$ cat src/rtl/f2a_link_rx_if.sv
// Bundle of the F2A serial lanes, the A2F ack line, the valid/ready word
// output and the sticky error flags of the F2A link receiver.
interface f2a_link_rx_if #(
   parameter int DATA_W = 8
);
   logic              f2a_data_i;
   logic              f2a_frame_i;
   logic              a2f_ack_o;
   logic [DATA_W-1:0] m_data_o;
   logic              m_valid_o;
   logic              m_ready_i;
   logic              err_parity_o;
   logic              err_frame_o;
   logic              err_ovf_o;
   logic              err_clr_i;

   modport slave (
      input  f2a_data_i, f2a_frame_i, m_ready_i, err_clr_i,
      output a2f_ack_o, m_data_o, m_valid_o, err_parity_o, err_frame_o, err_ovf_o
   );

   modport master (
      output f2a_data_i, f2a_frame_i, m_ready_i, err_clr_i,
      input  a2f_ack_o, m_data_o, m_valid_o, err_parity_o, err_frame_o, err_ovf_o
   );
endinterface

$ cat src/rtl/f2a_link_rx.sv
// ASIC-side receiver of the fabric F2A serial link: deserialises framed,
// even-parity words into a valid/ready holding register and acks each word.
module f2a_link_rx #(
   parameter int DATA_W      = 8,
   parameter int SYNC_STAGES = 2
) (
   input  logic          clk_i,
   input  logic          rst_ni,
   f2a_link_rx_if.slave  bus
);
   localparam int              CNT_W    = $clog2(DATA_W);
   localparam logic [CNT_W-1:0] CNT_LAST = CNT_W'(DATA_W - 1);

   typedef enum logic [1:0] {
      ST_IDLE   = 2'd0,
      ST_DATA   = 2'd1,
      ST_PARITY = 2'd2,
      ST_DRAIN  = 2'd3
   } state_t;

   function automatic logic parity_even_ok(input logic [DATA_W-1:0] d, input logic p);
      return ((^d) ^ p) == 1'b0;
   endfunction

   logic w_fd;
   logic w_ff;

   generate
      if (SYNC_STAGES == 0) begin : g_nosync
         assign w_fd = bus.f2a_data_i;
         assign w_ff = bus.f2a_frame_i;
      end else begin : g_sync
         logic [SYNC_STAGES-1:0] r_sync_d;
         logic [SYNC_STAGES-1:0] r_sync_f;

         // Lane synchroniser chains.
         always_ff @(posedge clk_i or negedge rst_ni) begin
            if (!rst_ni) begin
               r_sync_d <= '0;
               r_sync_f <= '0;
            end else begin
               r_sync_d[0] <= bus.f2a_data_i;
               r_sync_f[0] <= bus.f2a_frame_i;
               for (int i = 1; i < SYNC_STAGES; i++) begin
                  r_sync_d[i] <= r_sync_d[i-1];
                  r_sync_f[i] <= r_sync_f[i-1];
               end
            end
         end

         assign w_fd = r_sync_d[SYNC_STAGES-1];
         assign w_ff = r_sync_f[SYNC_STAGES-1];
      end
   endgenerate

   state_t            r_state;
   logic [CNT_W-1:0]  r_cnt;
   logic [DATA_W-1:0] r_shift;
   logic              r_drain_err;
   logic              r_ack;
   logic              r_valid;
   logic [DATA_W-1:0] r_data;
   logic              r_err_par;
   logic              r_err_frm;
   logic              r_err_ovf;

   logic w_par_cycle;
   logic w_par_good;
   logic w_load;
   logic w_set_par;
   logic w_set_frm;
   logic w_set_ovf;

   // Commit decision and error-set strobes for the current FSM cycle.
   always_comb begin
      w_par_cycle = (r_state == ST_PARITY) && w_ff;
      w_par_good  = w_par_cycle && parity_even_ok(r_shift, w_fd);
      w_load      = w_par_good && (!r_valid || bus.m_ready_i);
      w_set_par   = w_par_cycle && !w_par_good;
      w_set_ovf   = w_par_good && !w_load;
      w_set_frm   = 1'b0;
      case (r_state)
         ST_DATA, ST_PARITY: w_set_frm = !w_ff;
         ST_DRAIN:           w_set_frm = w_ff && !r_drain_err;
         default:            w_set_frm = 1'b0;
      endcase
   end

   // Frame FSM: bit capture, parity slot and overlong-frame drain.
   always_ff @(posedge clk_i or negedge rst_ni) begin
      if (!rst_ni) begin
         r_state     <= ST_IDLE;
         r_cnt       <= '0;
         r_shift     <= '0;
         r_drain_err <= 1'b0;
      end else begin
         case (r_state)
            ST_IDLE: begin
               r_cnt <= '0;
               if (w_ff) begin
                  r_shift <= {{(DATA_W-1){1'b0}}, w_fd};
                  r_cnt   <= CNT_W'(1);
                  r_state <= ST_DATA;
               end
            end
            ST_DATA: begin
               if (w_ff) begin
                  r_shift[r_cnt] <= w_fd;
                  if (r_cnt == CNT_LAST) begin
                     r_state <= ST_PARITY;
                  end else begin
                     r_cnt <= r_cnt + CNT_W'(1);
                  end
               end else begin
                  r_state <= ST_IDLE;
               end
            end
            ST_PARITY: begin
               r_drain_err <= 1'b0;
               r_state     <= w_ff ? ST_DRAIN : ST_IDLE;
            end
            ST_DRAIN: begin
               if (w_ff) begin
                  r_drain_err <= 1'b1;
               end else begin
                  r_state <= ST_IDLE;
               end
            end
            default: r_state <= ST_IDLE;
         endcase
      end
   end

   // Holding register, ack pulse and sticky errors (a set beats a clear).
   always_ff @(posedge clk_i or negedge rst_ni) begin
      if (!rst_ni) begin
         r_ack     <= 1'b0;
         r_valid   <= 1'b0;
         r_data    <= '0;
         r_err_par <= 1'b0;
         r_err_frm <= 1'b0;
         r_err_ovf <= 1'b0;
      end else begin
         r_ack <= w_load;
         if (w_load) begin
            r_data  <= r_shift;
            r_valid <= 1'b1;
         end else if (r_valid && bus.m_ready_i) begin
            r_valid <= 1'b0;
         end
         r_err_par <= w_set_par | (r_err_par & ~bus.err_clr_i);
         r_err_frm <= w_set_frm | (r_err_frm & ~bus.err_clr_i);
         r_err_ovf <= w_set_ovf | (r_err_ovf & ~bus.err_clr_i);
      end
   end

   assign bus.a2f_ack_o    = r_ack;
   assign bus.m_valid_o    = r_valid;
   assign bus.m_data_o     = r_data;
   assign bus.err_parity_o = r_err_par;
   assign bus.err_frame_o  = r_err_frm;
   assign bus.err_ovf_o    = r_err_ovf;
endmodule

$ cat src/flat_wrapper.sv
// flat-port wrapper written by rule: the top's interface ports become plain ports
module f2a_link_rx_flat 
#(
   parameter int DATA_W      = 8,
   parameter int SYNC_STAGES = 2
)
  (clk_i, rst_ni, bus_f2a_data_i, bus_f2a_frame_i, bus_m_ready_i, bus_err_clr_i, bus_a2f_ack_o, bus_m_data_o, bus_m_valid_o, bus_err_parity_o, bus_err_frame_o, bus_err_ovf_o);
  f2a_link_rx_if #(.DATA_W(DATA_W)) bus_i ();
  input  logic clk_i;
  input  logic rst_ni;
  input wire logic [$bits(bus_i.f2a_data_i)-1:0] bus_f2a_data_i;
  input wire logic [$bits(bus_i.f2a_frame_i)-1:0] bus_f2a_frame_i;
  input wire logic [$bits(bus_i.m_ready_i)-1:0] bus_m_ready_i;
  input wire logic [$bits(bus_i.err_clr_i)-1:0] bus_err_clr_i;
  output wire logic [$bits(bus_i.a2f_ack_o)-1:0] bus_a2f_ack_o;
  output wire logic [$bits(bus_i.m_data_o)-1:0] bus_m_data_o;
  output wire logic [$bits(bus_i.m_valid_o)-1:0] bus_m_valid_o;
  output wire logic [$bits(bus_i.err_parity_o)-1:0] bus_err_parity_o;
  output wire logic [$bits(bus_i.err_frame_o)-1:0] bus_err_frame_o;
  output wire logic [$bits(bus_i.err_ovf_o)-1:0] bus_err_ovf_o;
  assign bus_i.f2a_data_i = bus_f2a_data_i;
  assign bus_i.f2a_frame_i = bus_f2a_frame_i;
  assign bus_i.m_ready_i = bus_m_ready_i;
  assign bus_i.err_clr_i = bus_err_clr_i;
  assign bus_a2f_ack_o = bus_i.a2f_ack_o;
  assign bus_m_data_o = bus_i.m_data_o;
  assign bus_m_valid_o = bus_i.m_valid_o;
  assign bus_err_parity_o = bus_i.err_parity_o;
  assign bus_err_frame_o = bus_i.err_frame_o;
  assign bus_err_ovf_o = bus_i.err_ovf_o;
  f2a_link_rx #(.DATA_W(DATA_W), .SYNC_STAGES(SYNC_STAGES)) u_core (.clk_i(clk_i), .rst_ni(rst_ni), .bus(bus_i));
endmodule
$ cat config.mk
export PLATFORM = sky130hd
export DESIGN_NAME = f2a_link_rx_flat
export DESIGN_NICKNAME = d
export VERILOG_FILES = /design/src/rtl/f2a_link_rx_if.sv /design/src/rtl/f2a_link_rx.sv /design/src/flat_wrapper.sv
export SDC_FILE = /design/constraint.sdc
export NUM_CORES = 1
export LEC_CHECK = 0
export CAP_MARGIN = 20
export CORE_ASPECT_RATIO = 0.7
export CORE_UTILIZATION = 66
export CTS_CLUSTER_DIAMETER = 50
export DETAILED_ROUTE_END_ITERATION = 12
export DONT_BUFFER_PORTS = 1
export GPL_TIMING_DRIVEN = 0
export PLACE_DENSITY = 0.92
export SKIP_CTS_REPAIR_TIMING = 1
export SLEW_MARGIN = 20
export SYNTH_ARGS = -nofsm -noshare
export SYNTH_HDL_FRONTEND = slang
export SYNTH_SLANG_ARGS = --single-unit
$ cat constraint.sdc
create_clock -name clk_i -period 4.84 [get_ports clk_i]
set_input_delay 0.968 -clock clk_i [delete_from_list [all_inputs] [get_ports clk_i]]
set_output_delay 0.968 -clock clk_i [all_outputs]
set_load 0.01 [all_outputs]
==> results.json <==
{
  "cp.required_ps": 5060,
  "ioPinCount": 19,
  "synth_area_leaders": "dfrtp_1 52%, o21ai_0 7.7%, mux2_2 7.5%, ha_1 5.0%, inv_1 2.8%",
  "r2r-end": "u_core.bus.m_data_o[2]$_DFFE_PN0P_",
  "synth_mux_area_frac": 0.104,
  "cts_max_level": 2,
  "synthCells": 131,
  "post-route-period-util": 0.402,
  "tritoncts": "done",
  "gr-usage-all-layers": 0.289,
  "multi_input_area_um2": 657,
  "yosysWarnings": 0,
  "fillers": 129,
  "ys_seq_area_frac": 0.520,
  "dp_cells": 161,
  "cp.arrival_ps": 2170,
  "endpoint": "u_core.bus.m_data_o[2]$_DFFE_PN0P_",
  "power.density_nw_per_um2": 524,
  "layout_commonest_cell": "dfrtp_1",
  "regArea_um2": 776,
  "diodes": 0,
  "rsz0062_at_grt": "no",
  "yosys.area.top_type": "dfrtp_1",
  "grt_antenna_before_repair": 0,
  "fin_cells": 169,
  "worst-r2r-setup-slack_ps": 2900,
  "portBuffers": 0,
  "layout_min_cycle_time_ps": 1940,
  "place_congestion": 0.880,
  "final.setup.tns_ps": 0,
  "end_kind": "flop",
  "ys_types": 33,
  "clock_skew_ps": 9.08,
  "r2r_start": "u_core.r_state[0]$_DFFE_PN0P_",
  "synth_top_family_by_area": "compound AO/OA/AOI/OAI gates",
  "cts.sinks": 31,
  "drv_cap": 0,
  "dieArea_um2": 2460,
  "core-area_um2": 1980,
  "synth_enable_flop_cells": 0,
  "dp_hpwl_mm": 2.09,
  "tightest_slew_ps": 544,
  "synthAdderAreaFrac": 0.0503,
  "wl_per_cell_um": 17.4,
  "die_x_um": 58.8,
  "drive_above_1_share": 0.151,
  "final_util": 0.798,
  "status": "complete, no violations",
  "firstDrtPassIters": 4,
  "grt_first_pass_wirelength_mm": 4.96,
  "crit_type": "flop to flop",
  "ys_seq_elements": 31,
  "syn_to_final_growth_pct": 6.04,
  "avgSynthCellArea_um2": 11.4,
  "synthFlopType": "dfrtp_1",
  "wl_mm": 2.94,
  "setup_viol": 0,
  "most-common-layout-cells": "31 x dfrtp_1, 23 x o21ai_0, 11 x inv_1",
  "p_total_uw": 829,
  "yosys.area_share.simple": 0.0696,
  "synth.cell_area_um2": 1490,
  "synth_xor_area_frac": 0.0545,
  "vias": 1046,
  "drt_iter0_drc": 46,
  "clk_latency_ps": 340,
  "min_path_type": "input pin to async pin",
  "timing.fmax_mhz": 514,
  "hold_ws_ps": 311,
  "avgViaCountPerCell": 6.19,
  "synth_top_cell_area_share": 0.520,
  "hold_viol_final": 0,
  "ir_drop_v": 0.000360,
  "drc": 0,
  "clockRootBuffer": "clkbuf_4",
  "final_antenna_net_count": 0,
  "startpoint": "u_core.r_state[0]$_DFFE_PN0P_",
  "synth_async_sr_flop_share": 1.00,
  "r2r_cells": 6,
  "cts_inserted_buffers": 5,
  "syn-num-nets": 143,
  "max_slew_margin": 0.635,
  "critPathMaxFanout": 9,
  "fp.dieH_um": 41.8,
  "cts.path.max_buffers": 2,
  "finalNetCount": 150,
  "start_util": 0.752,
  "rows": 13,
  "drv_slew": 0,
  "worst_setup_hold_path_clk_slew_ps": 100,
  "crit_path_start_kind": "flop",
  "overflow": 0,
  "grt_max_degree": 32,
  "grt_pass1_vias": 1056,
  "power_leakage_nw": 0.758,
  "synth_compound_area_frac": 0.162
}
-- sequential cells by signal, summed over array words and instances, names as in the netlist --
register and flops:
u_core.r_drain_err 1, u_core.bus.a2f_ack_o 1, u_core.bus.err_frame_o 1, u_core.bus.err_ovf_o 1, u_core.bus.err_parity_o 1, u_core.r_state 2
u_core.bus.m_valid_o 1, u_core.g_sync.r_sync_f 2, u_core.bus.m_data_o 8, u_core.g_sync.r_sync_d 2, u_core.r_cnt 3, u_core.r_shift 8
-- cell usage after synthesis, types with 3 or more instances --
cell      number
dfrtp_1       31
clkbuf_1       5
o21a_1         3
inv_1         11
o21ai_0       23
a31oi_1        4
mux2_2        10
nand2b_1       3
nand2_1        5
ha_1           6
-- layer usage --
metal	track usage	routed length (um)	vias up	share of wire
met5	0	0	-	0
met4	0.171	105	0	0.036
met3	0.0779	236	12	0.080
met2	0.416	1330	59	0.45
met1	0.392	1260	489	0.43
li1	-	-	486	-
-- worst max-delay path, stage by stage, from the launching register on --
cell and delay, ps:
dfrtp_1 430, inv_1 120, ha_1 250, nand2_1 130, nor3b_1 360, mux2i_4 210
mux2_2 320
-- layout make-up --
class / instances / area share
buffer: 5 / 0.0119
clock inverter: 3 / 0.00949
tap: 30 / 0.0237
clock buffer: 5 / 0.0237
multi-input combinational: 84 / 0.415
sequential: 31 / 0.490
inverter: 11 / 0.0261
-- per-stage QoR --
stage	cell area [um^2]	setup slack [ps]
after global routing	1580	2820
final	1580	2900
after floorplan	1490	2820
after global placement	1530	2760
after detailed placement	1530	2710
after CTS	1580	2890
-- power breakdown --
group | internal (mW) | switching [mW]
sequential | 0.311 | 0.0561
clock | 0.0539 | 0.0863
combinational | 0.133 | 0.189
-- how the worst min path moves through the flow --
stage,from,to,slack [ps],cells after the start
global placement,u_core.g_sync.r_sync_d[0]$_DFF_PN0_,u_core.g_sync.r_sync_d[1]$_DFF_PN0_,330,0
floorplan,u_core.g_sync.r_sync_d[0]$_DFF_PN0_,u_core.g_sync.r_sync_d[1]$_DFF_PN0_,330,0
global route,rst_ni,u_core.bus.err_frame_o$_DFF_PN0_,290,0
finish,rst_ni,u_core.r_drain_err$_DFFE_PN0P_,310,0
CTS,rst_ni,u_core.g_sync.r_sync_f[1]$_DFF_PN0_,300,0
detailed placement,u_core.g_sync.r_sync_d[0]$_DFF_PN0_,u_core.g_sync.r_sync_d[1]$_DFF_PN0_,340,0
-- cell families (layout without fill, tap and decap cells) --
family	Yosys count	in the layout
AO/OA/AOI/OAI	40	40
XOR/XNOR	6	6
adder cells (fa/ha/maj)	6	6
buffers and inverters	16	24
flip-flops	31	31
multiplexers	13	13
AND/OR/NAND/NOR	19	19
(Power assumes the default switching activity.)
